--- config.mk ---
export PLATFORM = sky130hd
export DESIGN_NAME = traffic_phase_scheduler
export DESIGN_NICKNAME = d
export VERILOG_FILES = /design/src/rtl/traffic_phase_scheduler.sv
export SDC_FILE = /design/constraint.sdc
export NUM_CORES = 1
export LEC_CHECK = 0
export CAP_MARGIN = 20
export CORE_ASPECT_RATIO = 0.7
export CORE_MARGIN = 1.5
export CORE_UTILIZATION = 35
export DETAILED_ROUTE_END_ITERATION = 8
export PLACE_DENSITY = 0.66
export SLEW_MARGIN = 20
export SYNTH_ARGS = -nofsm -noshare
export SYNTH_HDL_FRONTEND = slang
export SYNTH_SLANG_ARGS = --single-unit
export TNS_END_PERCENT = 100
--- constraint.sdc ---
create_clock -name clk -period 4.4 [get_ports clk]
set_input_delay 0.66 -clock clk [delete_from_list [all_inputs] [get_ports clk]]
set_output_delay 0.66 -clock clk [all_outputs]
set_load 0.03 [all_outputs]
--- src/rtl/traffic_phase_scheduler.sv ---
// -----------------------------------------------------------------------------
// traffic_phase_scheduler
//
// Sequences an intersection between day, night, pedestrian and emergency modes.
// Every mode change passes through an all-red CLEAR interval whose registered
// target is chosen by priority arbitration (emergency > pedestrian > day/night)
// and may be re-chosen while clearance runs.
//
// Ports:
//   clk          system clock (single domain)
//   rst          synchronous active-high reset
//   tick         one-cycle 1 Hz enable; all dwell counting is in ticks
//   night        1 = night-time, 0 = day-time (level)
//   ped_req      pedestrian button (pulse or level)
//   emg_req      emergency request (level, held while the vehicle is present)
//   emg_lane     one-hot lane requested by the emergency
//   mode_onehot  0001 day, 0010 night, 0100 ped, 1000 emg, 0000 in clearance
//   clear_active high while in CLEAR (all-red)
//   load_en      one-cycle timer load strobe on the first cycle of each state
//   load_val     timer load value for the current state, held between strobes
//   ped_pending  pedestrian request latched and not yet served
//   emg_lane_q   captured emergency lane, 0 outside an emergency
//
// Optional feature (macro PED_MIN_GAP_EN): enforces PED_GAP vehicle ticks
// between pedestrian phases. Without the macro there is no gap logic.
// -----------------------------------------------------------------------------
module traffic_phase_scheduler #(
  parameter int MIN_HOLD   = 10,
  parameter int PED_TIME   = 20,
  parameter int CLR_TIME   = 3,
  parameter int DAY_TIME   = 60,
  parameter int NIGHT_TIME = 30,
  parameter int EMG_TIME   = 127
`ifdef PED_MIN_GAP_EN
  ,
  parameter int PED_GAP    = 30
`endif
) (
  input  logic       clk,
  input  logic       rst,
  input  logic       tick,
  input  logic       night,
  input  logic       ped_req,
  input  logic       emg_req,
  input  logic [7:0] emg_lane,
  output logic [3:0] mode_onehot,
  output logic       clear_active,
  output logic       load_en,
  output logic [6:0] load_val,
  output logic       ped_pending,
  output logic [7:0] emg_lane_q
);

  typedef enum logic [2:0] {
    DAY   = 3'd0,
    NIGHT = 3'd1,
    PED   = 3'd2,
    EMG   = 3'd3,
    CLEAR = 3'd4
  } phaseT;

  localparam logic [6:0] MIN_HOLD_V = 7'(MIN_HOLD);
  localparam logic [6:0] PED_TIME_V = 7'(PED_TIME);
  localparam logic [6:0] CLR_TIME_V = 7'(CLR_TIME);
  localparam logic [6:0] SAT_MAX    = 7'd127;

  phaseT      state;
  phaseT      stateNext;
  phaseT      target;
  phaseT      targetNext;
  phaseT      dayNight;
  phaseT      emgExitTarget;
  logic [6:0] elapsed;
  logic       pendingNext;
  logic       stateChange;
  logic       gapOk;

  function automatic logic [3:0] modeOf(input phaseT p);
    case (p)
      DAY:     return 4'b0001;
      NIGHT:   return 4'b0010;
      PED:     return 4'b0100;
      EMG:     return 4'b1000;
      default: return 4'b0000;
    endcase
  endfunction

  function automatic logic [6:0] loadValueOf(input phaseT p);
    case (p)
      DAY:     return 7'(DAY_TIME);
      NIGHT:   return 7'(NIGHT_TIME);
      PED:     return 7'(PED_TIME);
      EMG:     return 7'(EMG_TIME);
      default: return 7'(CLR_TIME);
    endcase
  endfunction

`ifdef PED_MIN_GAP_EN
  // Vehicle ticks since the last pedestrian phase ended. Starts saturated so
  // the first request after reset is not held back.
  logic [6:0] gap;

  always_ff @(posedge clk) begin
    if (rst) begin
      gap <= SAT_MAX;
    end else if (state == PED && stateNext != PED) begin
      gap <= '0;
    end else if (tick && (state == DAY || state == NIGHT || state == EMG) &&
                 gap != SAT_MAX) begin
      gap <= gap + 7'd1;
    end
  end

  assign gapOk = (gap >= 7'(PED_GAP));
`else
  assign gapOk = 1'b1;
`endif

  assign dayNight      = night ? NIGHT : DAY;
  // Where to go when an emergency ends (or is withdrawn during clearance).
  assign emgExitTarget = (ped_pending && gapOk) ? PED : dayNight;
  assign stateChange   = (stateNext != state);

  // Next-state and target arbitration.
  always_comb begin
    // NOTE: every variable of this block gets a default before the case, so
    // no branch can leave it unassigned and no latch is inferred.
    stateNext  = state;
    targetNext = target;
    case (state)
      DAY, NIGHT: begin
        if (emg_req) begin
          stateNext  = CLEAR;
          targetNext = EMG;
        end else if (ped_pending && gapOk && elapsed >= MIN_HOLD_V) begin
          stateNext  = CLEAR;
          targetNext = PED;
        end else if ((night != (state == NIGHT)) && elapsed >= MIN_HOLD_V) begin
          stateNext  = CLEAR;
          targetNext = dayNight;
        end
      end
      PED: begin
        if (emg_req) begin
          stateNext  = CLEAR;
          targetNext = EMG;
        end else if (elapsed == PED_TIME_V) begin
          stateNext  = CLEAR;
          targetNext = dayNight;
        end
      end
      EMG: begin
        if (!emg_req) begin
          stateNext  = CLEAR;
          targetNext = emgExitTarget;
        end
      end
      CLEAR: begin
        // Retargeting keeps elapsed running: clearance is never lengthened.
        if (emg_req && target != EMG) begin
          targetNext = EMG;
        end else if (!emg_req && target == EMG) begin
          targetNext = emgExitTarget;
        end
        if (elapsed == CLR_TIME_V) begin
          stateNext = targetNext;
        end
      end
      default: begin
        stateNext  = CLEAR;
        targetNext = dayNight;
      end
    endcase
  end

  // Entering PED serves the request; a press in that same cycle is dropped.
  always_comb begin
    pendingNext = ped_pending;
    if (stateNext == PED && state != PED) begin
      pendingNext = 1'b0;
    end else if (ped_req && state != PED) begin
      pendingNext = 1'b1;
    end
  end

  // State register.
  always_ff @(posedge clk) begin
    // NOTE: reset is synchronous, so it lives inside the clocked branch and is
    // sampled like any other input.
    if (rst) begin
      state  <= CLEAR;
      target <= dayNight;
    end else begin
      // NOTE: clocked state uses non-blocking assignments so every flop in the
      // design sees pre-edge values regardless of statement order.
      state  <= stateNext;
      target <= targetNext;
    end
  end

  // Dwell counter, registered outputs and lane capture.
  always_ff @(posedge clk) begin
    if (rst) begin
      elapsed      <= '0;
      mode_onehot  <= 4'b0000;
      clear_active <= 1'b1;
      load_en      <= 1'b0;
      load_val     <= '0;
      ped_pending  <= 1'b0;
      emg_lane_q   <= '0;
    end else begin
      ped_pending  <= pendingNext;
      load_en      <= stateChange;
      mode_onehot  <= modeOf(stateNext);
      clear_active <= (stateNext == CLEAR);

      if (stateChange) begin
        elapsed  <= '0;
        load_val <= loadValueOf(stateNext);
      end else if (tick && elapsed != SAT_MAX) begin
        elapsed <= elapsed + 7'd1;
      end

      // Lane is sampled once when the emergency is first targeted and held
      // through clearance and EMG; dropping the EMG target clears it.
      if (targetNext != EMG) begin
        emg_lane_q <= '0;
      end else if (target != EMG) begin
        emg_lane_q <= emg_lane;
      end
    end
  end

endmodule

==> results.json <==
{
  "cts-root-buf": "clkbuf_8",
  "tightestPinTransition_ns": 0.680,
  "vias": 1580,
  "synth-seq-area-share_pct": 38.0,
  "relSlewSlack_pct": 54.7,
  "routabilityCongestion": 0.898,
  "finalMaxSlewViolations": 0,
  "post-route-period-util_pct": 64.6,
  "p_leak_nw": 0.859,
  "cts_num_sinks": 34,
  "final_cell_mix": "35 x clkdlybuf4s50_1, 34 x dfxtp_1, 24 x nor2_1",
  "drt_first_pass_iters": 4,
  "synthFlopType": "dfxtp_1",
  "core_sq_um": 4860,
  "critPathCaptureType": "register",
  "cp.arrival_ns": 2.98,
  "syn_nets": 230,
  "post_synth_xor_area_fraction_pct": 3.91,
  "htreeDepth": 2,
  "cp.required_ns": 4.53,
  "netlist_area_sq_um": 1790,
  "power_switching_share_pct": 27.2,
  "finalWorstSetupSlack_ns": 1.56,
  "fin_skew_ns": 0.00373,
  "run_status": "finished, final reports clean",
  "grt_first_pass_wirelength_microns": 6930,
  "die_h_microns": 62.9,
  "grt_start_max_net_pins": 18,
  "wl_per_cell_microns": 13.1,
  "drt_iter0_drc": 91,
  "synth.mux.area_fraction_pct": 4.47,
  "finalPower_mw": 0.696,
  "start_kind": "input pin",
  "grt_pass1_vias": 1438,
  "dieWidth_microns": 88.5,
  "drive_gt1_share_pct": 7.79,
  "numCtsBuffers": 5,
  "synth_compound_area_share_pct": 18.1,
  "holdBufCountCts": 0,
  "fill_cells": 488,
  "layout_commonest_cell": "clkdlybuf4s50_1",
  "power_frac_seq_pct": 48.6,
  "fin_tns_setup_ns": 0,
  "hp-class": "reg2reg",
  "synthCells": 213,
  "max_freq_ghz": 0.352,
  "fp-row-count": 21,
  "clockPowerShare_pct": 32.8,
  "powerDensity_nw_per_um2": 308,
  "ff2ff_path_depth": 6,
  "p_sw_mw": 0.190,
  "synth_area_per_cell_sq_um": 8.41,
  "synth_warnings": 0,
  "io_buffers": 35,
  "grt_overflow": 0,
  "ys_types": 57,
  "routed_via_density": 5.05,
  "insertion_delay_ns": 0.28,
  "cts.repair.resized": 0,
  "cp_max_fo": 17,
  "min_period_ns": 2.84,
  "ys_ff_latch": 34,
  "num_antenna_cells": 0,
  "cts_buffer_depth": 2,
  "io_pins": 36,
  "cts_setup_buffers": 0,
  "critPathKind": "in2reg",
  "rsz0062_at_grt": "false",
  "grt_usage_pct": 15.7,
  "place_ws_ns": 1.28,
  "hold_depth": 2,
  "syn_to_final_growth_pct": 26.3,
  "power_frac_comb_pct": 18.6,
  "drc": 0,
  "hold_violations": 0,
  "cts_tree": "yes",
  "synth_top_family_by_area": "simple AND/OR/NAND/NOR gates",
  "synthArstFlopShare_pct": 0,
  "synth_edf_count": 0,
  "setup_viol": 0,
  "totalWireLength_microns": 4110,
  "vdd_drop_max_mv": 0.146,
  "start_util_pct": 36.9,
  "antenna_found_initial": 0,
  "antenna_left": 0,
  "clkTransAtPathRegs_ns": 0.06,
  "yosys.area_share.simple_pct": 27.5,
  "fin_nets": 260,
  "synth-adder-area-share_pct": 2.09,
  "p_int_mw": 0.506,
  "hpwlAfterDp_microns": 3090,
  "dieArea_sq_um": 5560,
  "drv_cap": 0
}
-- power groups by stage --
stage	clock network [mW]	registers, mW	logic [mW]
2_1_floorplan	0	0.359	0.0677
3_3_place_gp	0	0.345	0.129
3_5_place_dp	0	0.345	0.130
4_1_cts	0.238	0.338	0.130
5_1_grt	0.253	0.340	0.142
6_report	0.228	0.338	0.130
-- cell type report --
cell class	count	area, sq um	area share (%)
clock buffer	7	86.3	3.82
clock inverter	1	5.00	0.221
inverter	13	48.8	2.16
multi-input combinational	154	1000	44.4
sequential	34	681	30.1
tap	69	86.3	3.82
timing repair buffer	35	350	15.5
-- path summary, 6_finish.rpt --
kind / from / endpoint / slack, ns
worst max register to register: state[2]$_SDFF_PP1_ / load_val[6]$_SDFFE_PP0P_ / 1.65
worst min-delay path: load_val[5]$_SDFFE_PP0P_ / load_val[5]$_SDFFE_PP0P_ / 0.46
worst min register to register: load_val[5]$_SDFFE_PP0P_ / load_val[5]$_SDFFE_PP0P_ / 0.46
worst max-delay path: emg_req / load_val[1]$_SDFFE_PP0P_ / 1.56
-- cells in the mapped netlist (2+ instances only) --
cell | n | area (sq um)
o21ai_1 | 2 | 10.0
o31ai_1 | 2 | 15.0
nand3_1 | 2 | 10.0
a31oi_1 | 3 | 18.8
nor2b_1 | 4 | 25.0
a21oi_1 | 8 | 40.0
nor3b_1 | 2 | 15.0
nor3_1 | 14 | 70.1
clkbuf_1 | 9 | 33.8
nor2_1 | 24 | 90.1
nand4_1 | 3 | 18.8
nand2_1 | 16 | 60.1
xnor2_1 | 5 | 43.8
nor4b_1 | 2 | 17.5
xor2_1 | 3 | 26.3
o21ai_0 | 5 | 25.0
ha_1 | 3 | 37.5
inv_1 | 13 | 48.8
mux2i_1 | 8 | 80.1
dfxtp_1 | 34 | 681
o22ai_1 | 2 | 12.5
nand2b_1 | 6 | 37.5
or2_2 | 2 | 12.5
a221oi_1 | 5 | 43.8
a21boi_0 | 3 | 22.5
and2_1 | 2 | 12.5
-- layer usage --
layer  up-vias  share of wire, %  GRT usage [%]
li1        817                 -              -
met1       696                52           24.5
met2        65                39           20.6
met3         2               9.1           5.94
met4         0              0.41           1.76
met5         -                 0              0
-- metrics by stage --
step	area, sq um	instances	hold slack (ns)	utilization [%]
after global routing	2260	313	0.495	46.5
after global placement	2170	305	0.453	44.7
after floorplan	1790	213	0.504	-
after detailed placement	2170	305	0.451	44.7
after CTS	2260	313	0.464	46.5
final	2260	313	0.461	46.5
-- kinds of logic (layout without fill, tap and decap cells) --
logic type      Yosys count  after routing
compound gates           45             45
mux                       8              8
flops                    34             34
simple gates             90             90
buf+inv                  25             56
xor+xnor                  8              8
fa+ha+maj                 3              3
-- sequential cells by signal (all words and copies together), names as in the netlist --
signal / cells
clear_active: 1
mode_onehot: 4
emg_lane_q: 8
target: 3
state: 3
load_val: 6
ped_pending: 1
elapsed: 7
load_en: 1
-- critical path: stages --
cell and delay (ns):
clkdlybuf4s50_1 0.66, nand2b_1 0.28, or4b_4 0.55, a32oi_1 0.21, o21a_2 0.25, and2_1 0.24, a221oi_1 0.11
Power figures use the tool's default switching activity.
